===== config.mk =====
export PLATFORM = sky130hd
export DESIGN_NAME = dot4_mac_seq
export DESIGN_NICKNAME = d
export VERILOG_FILES = /design/src/rtl/dot4_pkg.sv /design/src/rtl/q06_mul_trunc.sv /design/src/rtl/dot4_mac_seq.sv
export SDC_FILE = /design/constraint.sdc
export NUM_CORES = 1
export LEC_CHECK = 0
export ABC_AREA = 1
export BUFFER_PORTS_ARGS = -buffer_cell sky130_fd_sc_hd__clkbuf_2
export CAP_MARGIN = 30
export CORE_ASPECT_RATIO = 1.4
export CORE_UTILIZATION = 55
export DETAILED_ROUTE_END_ITERATION = 8
export PLACE_DENSITY = 0.8
export SKIP_LAST_GASP = 1
export SLEW_MARGIN = 10
export SYNTH_ARGS = -nofsm -noshare
export SYNTH_HDL_FRONTEND = slang
export SYNTH_SLANG_ARGS = --single-unit

===== constraint.sdc =====
create_clock -name clk -period 5.3 [get_ports clk]
set_clock_uncertainty 0.15 [all_clocks]
set_input_delay 0.265 -clock clk [delete_from_list [all_inputs] [get_ports clk]]
set_output_delay 0.265 -clock clk [all_outputs]
set_load 0.1 [all_outputs]

===== src/rtl/dot4_pkg.sv =====
// Shared constants and types for the sequential 4-term Q0.6 dot-product MAC.
package dot4_pkg;

  localparam int unsigned DW      = 6;
  localparam int unsigned FRAC    = 6;
  localparam int unsigned N_TERMS = 4;
  localparam int unsigned RW      = 9;
  localparam int unsigned FW      = 14;

  typedef enum logic [1:0] {
    IDLE,
    MAC,
    DONE
  } state_t;

  typedef logic [1:0] idx_t;

endpackage


===== src/rtl/q06_mul_trunc.sv =====
// Combinational unsigned Q0.6 multiplier: full 12-bit product and the product
// truncated back to Q0.6 (right shift by FRAC, no rounding).
module q06_mul_trunc
  import dot4_pkg::*;
(
  input  logic [DW-1:0]   a,
  input  logic [DW-1:0]   b,
  output logic [2*DW-1:0] prod_full,
  output logic [DW-1:0]   prod_trunc
);

  assign prod_full  = (2*DW)'(a) * (2*DW)'(b);
  assign prod_trunc = prod_full[2*DW-1:FRAC];

endmodule


===== src/rtl/dot4_mac_seq.sv =====
// Sequential dot4 MAC: captures eight Q0.6 operands on en_in, accumulates one
// product per cycle through a shared multiplier, and pulses en_out with results.
module dot4_mac_seq
  import dot4_pkg::*;
(
  input  logic          clk,
  input  logic          rst,
  input  logic          en_in,
  input  logic [DW-1:0] num1,
  input  logic [DW-1:0] num2,
  input  logic [DW-1:0] num3,
  input  logic [DW-1:0] num4,
  input  logic [DW-1:0] num5,
  input  logic [DW-1:0] num6,
  input  logic [DW-1:0] num7,
  input  logic [DW-1:0] num8,
  output logic          busy,
  output logic          en_out,
  output logic [RW-1:0] result,
  output logic [FW-1:0] result_full
);

  state_t          r_state;
  state_t          w_next;
  idx_t            r_idx;
  logic [DW-1:0]   r_op [2*N_TERMS];
  logic [RW-1:0]   r_acc_t;
  logic [FW-1:0]   r_acc_f;
  logic [RW-1:0]   r_result;
  logic [FW-1:0]   r_result_full;

  logic [DW-1:0]   w_a;
  logic [DW-1:0]   w_b;
  logic [2*DW-1:0] w_prod_full;
  logic [DW-1:0]   w_prod_trunc;
  logic [RW-1:0]   w_sum_t;
  logic [FW-1:0]   w_sum_f;
  logic            w_last;
  logic            w_capture;

  assign w_capture = (r_state == IDLE) && en_in;
  assign w_last    = (r_idx == idx_t'(N_TERMS - 1));

  // Term idx uses the operand pair {2*idx, 2*idx+1}.
  assign w_a = r_op[{r_idx, 1'b0}];
  assign w_b = r_op[{r_idx, 1'b1}];

  q06_mul_trunc u_mul (
    .a          (w_a),
    .b          (w_b),
    .prod_full  (w_prod_full),
    .prod_trunc (w_prod_trunc)
  );

  assign w_sum_t = r_acc_t + RW'(w_prod_trunc);
  assign w_sum_f = r_acc_f + FW'(w_prod_full);

  always_ff @(posedge clk) begin
    if (!rst) r_state <= IDLE;
    else      r_state <= w_next;
  end

  always_comb begin
    w_next = r_state;
    busy   = 1'b0;
    en_out = 1'b0;
    unique case (r_state)
      IDLE: if (en_in) w_next = MAC;
      MAC: begin
        busy = 1'b1;
        if (w_last) w_next = DONE;
      end
      DONE: begin
        busy   = 1'b1;
        en_out = 1'b1;
        w_next = IDLE;
      end
      default: w_next = IDLE;
    endcase
  end

  // Operand registers need no reset: they are only read after a capture.
  always_ff @(posedge clk) begin
    if (w_capture) begin
      r_op[0] <= num1;
      r_op[1] <= num2;
      r_op[2] <= num3;
      r_op[3] <= num4;
      r_op[4] <= num5;
      r_op[5] <= num6;
      r_op[6] <= num7;
      r_op[7] <= num8;
    end
  end

  always_ff @(posedge clk) begin
    if (!rst) begin
      r_idx         <= '0;
      r_acc_t       <= '0;
      r_acc_f       <= '0;
      r_result      <= '0;
      r_result_full <= '0;
    end else if (w_capture) begin
      r_idx   <= '0;
      r_acc_t <= '0;
      r_acc_f <= '0;
    end else if (r_state == MAC) begin
      r_idx   <= r_idx + idx_t'(1);
      r_acc_t <= w_sum_t;
      r_acc_f <= w_sum_f;
      if (w_last) begin
        r_result      <= w_sum_t;
        r_result_full <= w_sum_f;
      end
    end
  end

  assign result      = r_result;
  assign result_full = r_result_full;

endmodule


# == After elaboration in Yosys (flattened, before gate mapping) ==
# Memories as Yosys holds them, arrays and structs flattened. A register that Yosys moved wholly into a read port is not among the register bits.
# Cells that the tools add are included.
# totals
register_bits,50
latch_bits,0
ramBits,48
romBits,0
in_bits,51
out_inout_bits,25
word_cells,35
n_memories,1
# classes
addsub,3
n_mul,1
n_div,0
order_cmp,0
n_eq_ne,5
shift,0
n_mux,11
bitwise,2
n_reduce_logical,6
# memory_table
name,words,width,read_ports,rd_ports_with_merged_regs,wr,line_no,text
r_op,8,6,2,2,8,dot4_mac_seq.sv:26,logic [DW-1:0] r_op [2*N_TERMS];
# op_table
cell,count
adder 14 x 12 -> 14 bit,1
multiplier 6 x 6 -> 12 bit,1
2-to-1 mux 3 bit,4
adder 9 x 6 -> 9 bit,1
equality test 2 bit (second input constant),2
2-to-1 mux 1 bit,4
2-to-1 mux 2 bit,2
inequality test 2 bit (second input constant),2
case mux 2 bit (2 select lines),1
OR reduction 2 bit,2
AND reduction 3 bit,1
adder 2 x 1 -> 2 bit (second input constant),1
equality test 2 x 1 -> 1 bit (second input constant),1
logical NOT 2 bit,1
NOT 1 bit,2
AND reduction 2 bit,1
logical AND 1 bit,1

# == Longest topological paths before layout ==
# Gate-level depths: netlist of run 1.
# depth
ltp_word,4
ltp_mapped,30
mapped_depth_nobuf,28

# == Modules after synthesis ==
# Synthesis of run 1 repeated with hierarchy kept, for this count alone.
# hier_totals
cells_unflattened,785
hier_area_um2,6112.1
# modules_own_cells
mod,n_inst,cells_each,area_per_inst_um2,seq_area_each_um2
dot4_mac_seq,1,593,4874.7,2482.4
q06_mul_trunc,1,192,1237.4,0.0

# == Least setup slack after synthesis of run 1 ==
# Ideal clock, no wire load.
# synth_timing
path_type,register to register
start,reg with a tool-made name
end,reg r_acc_t[6]
setup_ns,0.109
t_arrival_ns,4.589
t_required_ns,5.041
path_slack_ns,0.452
stages_incl_launch_ff,28
n_path_buf,2
period_less_slack_ns,4.848
path_cell_list,dfxtp_1 > buf_6 > clkinv_4 > buf_6 > nand2_1 > a32oi_2 > inv_2 > nor2_1 > fa_1 > fa_1 > inv_1 > fa_1 > inv_1 > ha_1 > nand3_1 > nand3_1 > nand2_1 > nand2_1 > a21oi_1 > xor2_1 > ha_1 > a21oi_1 > nand2_1 > a21oi_1 > or2_1 > nand3_1 > nand2_1 > inv_1
# synth_rtl
item,line_no,text
end signal: assignment,dot4_mac_seq.sv:109,r_acc_t <= w_sum_t;
end: declaration,dot4_mac_seq.sv:27,logic [RW-1:0] r_acc_t;

==> run_results.csv, run 1 <==
group,metric,value,unit
run_status,status,"complete, but fails checks",
run_status,violations,"design-rule violations",
placed_design,place_ws,-0.0615,ns
finish,fin_nets,1003,
detailed_routing,totalWireLength,16100,µm
worst_setup_path,reg2reg_slack,0.02,ns
finish,final_common_cell,"nand2_1",
worst_setup_path,reg2reg_depth,28,
global_route,grt_util_all_layers,0.258,
clock_tree,worstSkewPairLatency,0.34,ns
placed_design,dp_cells,948,
detailed_routing,drtIter0Drc,295,
detailed_routing,wl_met1,5820,µm
yosys,synth.area.mux_share,0,
detailed_routing,drc,2,
clock_tree,clk_pin_slew,0.07,ns
detailed_routing,wl_met2,8680,µm
clock_tree,clockBufferDepth,2,
floorplanning,die_h,126,µm
finish,drive_gt1_frac,0.242,
sta,finalHoldViolCount,0,
detailed_routing,vias,5473,
floorplanning,core,10800,µm²
global_route,grt_pass1_wl,23500,µm
sta,fmax,0.189,GHz
finish,insertedDiodeCount,0,
finish,multi_input_area,3270,µm²
yosys,syn_nets,853,
yosys,postSynthAreaPerCell,8.21,µm²
min_path,hold_path_class,"input pin to flop",
yosys,syn_area,6060,µm²
clock_tree,cts_root_buffer,"clkbuf_16",
worst_setup_path,arrival,5.38,ns
worst_setup_path,criticalPathCategory,"flop to flop",
yosys,synth-xor-area-share,0.0260,
worst_setup_path,cp_max_fo,6,
sta,layout_min_cycle_time,5.28,ns
finish,area.sequential,2490,µm²
floorplanning,initial_utilization,0.561,
floorplanning,die_area,11500,µm²
worst_setup_path,crit_cells,28,
yosys,synth_adder_area_share,0.153,
sta,finalCritPeriodShare,0.997,
sta,finalSetupViolCount,0,
yosys,synthCells,739,
clock_tree,cts.sinks,100,
finish,synthToLayoutAreaGrowth,30.8,%
detailed_routing,wire_per_inst,15.6,µm
detailed_routing,dr.pass1.iters,7,
worst_setup_path,cp_num_buf_inv,6,
yosys,yosys_warnings,0,
clock_tree,cts_buffers,9,
sta,drv_slew,0,
worst_setup_path,slowest_delay,0.51,ns
sta,slew_headroom,0.599,
global_route,first_global_vias,5361,
finish,nFillCells,756,
worst_setup_path,start_kind,"flop",
detailed_routing,final_antenna_net_count,0,
placed_design,place.gp.congestion,0.932,
finish,final_cell_mix,"nand2_1, inv_1, nor2_1",
worst_setup_path,crit_end,"result_full[13]",
worst_setup_path,path_delay_family,"adder cells",
detailed_routing,topRoutingLayerUsed,"met4",
floorplanning,io_pins,76,
floorplanning,dieWidth,90.7,µm
sta,finalWorstSetupSlack,0.0153,ns
worst_setup_path,cpMostUsedCell,"nand2_1",
yosys,synthSimpleGateAreaFrac,0.221,
detailed_routing,viasPerCell,5.29,
yosys,synth_top_family_by_area,"simple AND/OR/NAND/NOR gates",
sta,tightestPinTransition,0.601,ns
finish,instances_no_fill,1035,
clock_tree,cts_tree,"built",
placed_design,dpl.hpwl,9080,µm
clock_tree,htreeDepth,3,
floorplanning,fp-row-count,45,
global_route,grt_max_degree,49,
global_route,grt.overflow.total,0,
worst_setup_path,r2r_end,"result_full[13]",
yosys,synth_compound_area_frac,0.0891,
detailed_routing,wl_met3,807,µm
yosys,synth_cell_types,31,
worst_setup_path,critPathRequiredTime,5.40,ns
global_route,grt_antenna_before_repair,0,
placed_design,port_buffers,75,
flow_run,maxCapViolations,0,
worst_setup_path,crit_path_top_delay_cell,"fa_1",
yosys,synth-seq-cells,100,
yosys,yosysSeqAreaShare,0.409,
worst_setup_path,crit_path_end_kind,"flop",
logic make-up (layout without fill, tap and decap cells):
group                      after synthesis  in the layout
buffers and inverters                  146            301
AOI/OAI and AO/OA                       79             79
adders and majority gates               63             63
DFF                                    100            100
and+or+nand+nor                        333            333
xor gates and xnor gates                18             18
sequential cells by signal, indices dropped and copies added, names as in the netlist, named ones only:
register,flops
r_idx,2
r_state,2
result,9
result_full,14
r_op,48
r_acc_t,9
r_acc_f,14
cells in the mapped netlist:
cell type,count,area share
fa_1,19,0.063
nand3_1,42,0.035
inv_2,15,0.0093
nor2_2,1,0.0010
clkinv_4,1,0.0014
inv_1,109,0.067
buf_4,2,0.0025
buf_6,5,0.0093
a21o_1,1,0.0012
or2_1,2,0.0021
nor3_1,1,0.00082
nand2_2,2,0.0021
o21ai_0,20,0.017
o21bai_1,1,0.0012
xor2_1,14,0.020
a21oi_1,41,0.034
dfxtp_1,52,0.17
buf_2,11,0.0091
o21ai_1,2,0.0017
nand2_1,170,0.11
nor2_1,108,0.067
nand4_1,5,0.0052
ha_1,44,0.091
a22oi_1,1,0.0012
edfxtp_1,48,0.24
a32oi_2,12,0.032
clkbuf_1,2,0.0012
o211ai_1,1,0.0012
clkinv_1,1,0.00062
nand3_2,2,0.0033
xnor2_1,4,0.0058
metal layers:
layer	GRT usage	up-vias
met4	0.135	0
met3	0.0423	60
met2	0.487	246
met1	0.270	2523
li1	-	2644
met5	0	-
tightest hold or removal path: cells and delay by family:
family	cells	cell delay, ns
buffers and inverters	2	0.12
and+or+nand+nor	3	0.16
AOI/OAI and AO/OA	1	0.03
timing repair:
action	in CTS	in global routing
buffers inserted	1	17
hold endpoints to repair	48	0
hold buffers	48	0
cloned	0	4
gates resized for setup	2	73
setup endpoints to repair	10	24
pin swaps	3	56
layout make-up:
type / instances / share of cell area
timing repair buffer: 158 / 0.149
multi-input combinational: 493 / 0.413
clock buffer: 10 / 0.0289
timing repair inverter: 1 / 0.00110
clock inverter: 6 / 0.0110
sequential: 100 / 0.313
tap: 141 / 0.0222
inverter: 126 / 0.0618
worst min-delay path by stage:
stage	start	to	slack, ns	cells past startpoint
2_1_floorplan	num1[0]	r_op[0][0]	0.21	0
5_1_grt	en_in	r_state[1]	0.18	6
3_5_place_dp	num7[1]	r_op[6][1]	0.29	1
3_3_place_gp	num5[0]	r_op[4][0]	0.29	1
4_1_cts	en_in	r_state[1]	0.12	6
6_report	en_in	r_state[1]	0.12	6
through the flow:
| stage | utilization | cell area [µm²] | setup TNS, ns | hold WS [ns] |
|---|---|---|---|---|
| after floorplan | - | 6060 | 0 | 0.214 |
| after global placement | 0.610 | 6590 | -0.00359 | 0.292 |
| after detailed placement | 0.610 | 6590 | -0.159 | 0.294 |
| after CTS | 0.685 | 7400 | 0 | 0.119 |
| after global routing | 0.734 | 7940 | -0.940 | 0.180 |
| final | 0.734 | 7940 | 0 | 0.124 |
Power of run 1 is not shown: default switching activity piles up to over one toggle a cycle in this logic, so the estimate is an artifact.
==> inputs of run 2 (changes only) <==
Settings changed: CORE_UTILIZATION 55 to 40, PLACE_DENSITY 0.8 to 0.63.
==> run_results.csv, run 2 (synthesized netlist as in run 1, its figures left out) <==
group,metric,value,unit
worst_setup_path,reg2reg_slack,0.19,ns
worst_setup_path,start_kind,"flop",
floorplanning,initial_utilization,0.414,
finish,synthToLayoutAreaGrowth,33.6,%
flow_run,maxCapViolations,0,
detailed_routing,vias,5194,
global_route,grt_pass1_wl,24200,µm
worst_setup_path,criticalPathCategory,"flop to flop",
detailed_routing,wire_per_inst,13.9,µm
worst_setup_path,slowest_delay,0.53,ns
global_route,grt.overflow.total,0,
clock_tree,cts.sinks,100,
clock_tree,cts_root_buffer,"clkbuf_16",
detailed_routing,dr.pass1.iters,4,
clock_tree,clk_pin_slew,0.07,ns
clock_tree,worstSkewPairLatency,0.36,ns
detailed_routing,final_antenna_net_count,0,
sta,rsz0062_at_grt,"true",
finish,fin_nets,1017,
finish,insertedDiodeCount,0,
placed_design,port_buffers,75,
worst_setup_path,critPathRequiredTime,5.40,ns
worst_setup_path,path_delay_family,"adder cells",
sta,tightestPinTransition,0.600,ns
floorplanning,core,14600,µm²
worst_setup_path,cp_num_buf_inv,7,
global_route,grt_antenna_before_repair,0,
min_path,hold_path_class,"input pin to flop",
worst_setup_path,arrival,5.21,ns
sta,finalSetupViolCount,0,
finish,fin_util,0.554,
sta,holdWs,0.0921,ns
placed_design,place_ws,-0.149,ns
detailed_routing,viasPerCell,4.73,
clock_tree,cts_buffers,9,
sta,drv_slew,0,
clock_tree,cts_tree,"built",
detailed_routing,drtIter0Drc,216,
sta,layout_min_cycle_time,5.11,ns
global_route,grt_max_degree,49,
floorplanning,die_h,148,µm
finish,final_common_cell,"nand2_1",
floorplanning,dieWidth,106,µm
clock_tree,htreeDepth,3,
floorplanning,fp-row-count,52,
global_route,first_global_vias,5199,
run_status,status,"complete, no violations",
floorplanning,io_pins,76,
finish,regMostFlops,"r_op",
worst_setup_path,cp_max_fo,8,
sta,finalHoldViolCount,0,
placed_design,dpl.hpwl,10700,µm
sta,slew_headroom,0.600,
finish,drive_gt1_frac,0.243,
global_route,grt_util_all_layers,0.199,
detailed_routing,totalWireLength,15300,µm
sta,finalWorstSetupSlack,0.192,ns
worst_setup_path,crit_path_top_delay_cell,"fa_1",
detailed_routing,drc,0,
finish,largest_register_ffs,48,
floorplanning,die_area,15700,µm²
sta,tns,0,ns
sta,fmax,0.196,GHz
sta,finalCritPeriodShare,0.964,
finish,final_cell_mix,"nand2_1, inv_1, nor2_1",
placed_design,place.gp.congestion,0.880,
clock_tree,clockBufferDepth,2,
worst_setup_path,crit_path_end_kind,"flop",
[run 2: area by class of cell]
type	count	area, µm²
clock buffers	9	225
clock inverters	7	80.1
fillers	1329	6540
inverters	126	490
multi-input cells	493	3300
flip-flops and latches	100	2490
well taps	189	236
repair buffers	173	1290
[run 2: per-layer routing]
metal	vias to the layer above	GRT usage	share of wire	wire, µm
li1	2670	-	-	-
met1	2394	0.213	0.40	6060
met2	102	0.376	0.54	8270
met3	28	0.0287	0.031	471
met4	0	0.0979	0.032	491
met5	-	0	0	0
[run 2: worst paths after layout]
| check | from | endpoint | depth (start not counted) |
|---|---|---|---|
| max | flop | result[4] | 25 |
| min | rst | r_state[1] | 3 |
| max reg2reg | flop | result[4] | 25 |
| min reg2reg | result[2] | result[2] | 2 |
[run 2: worst min-delay path: stages]
cell      delay [ns]
clkbuf_2        0.16
nand2_1         0.10
a21oi_1         0.04
[run 2: stage by stage]
stage / area, µm² / cells
4_1_cts: 7780 / 1093
2_1_floorplan: 6060 / 739
3_5_place_dp: 6910 / 1028
6_report: 8100 / 1097
5_1_grt: 8100 / 1097
3_3_place_gp: 6890 / 1027
[run 2: timing repair]
item | CTS | global route
hold endpoints to repair | 48 | 0
gates cloned | 0 | 1
pin swaps | 3 | 31
setup endpoints to repair | 21 | 28
hold buffers | 48 | 0
gates resized for setup | 11 | 52
setup buffers | 1 | 4
Power of run 2 is left out for the same reason.
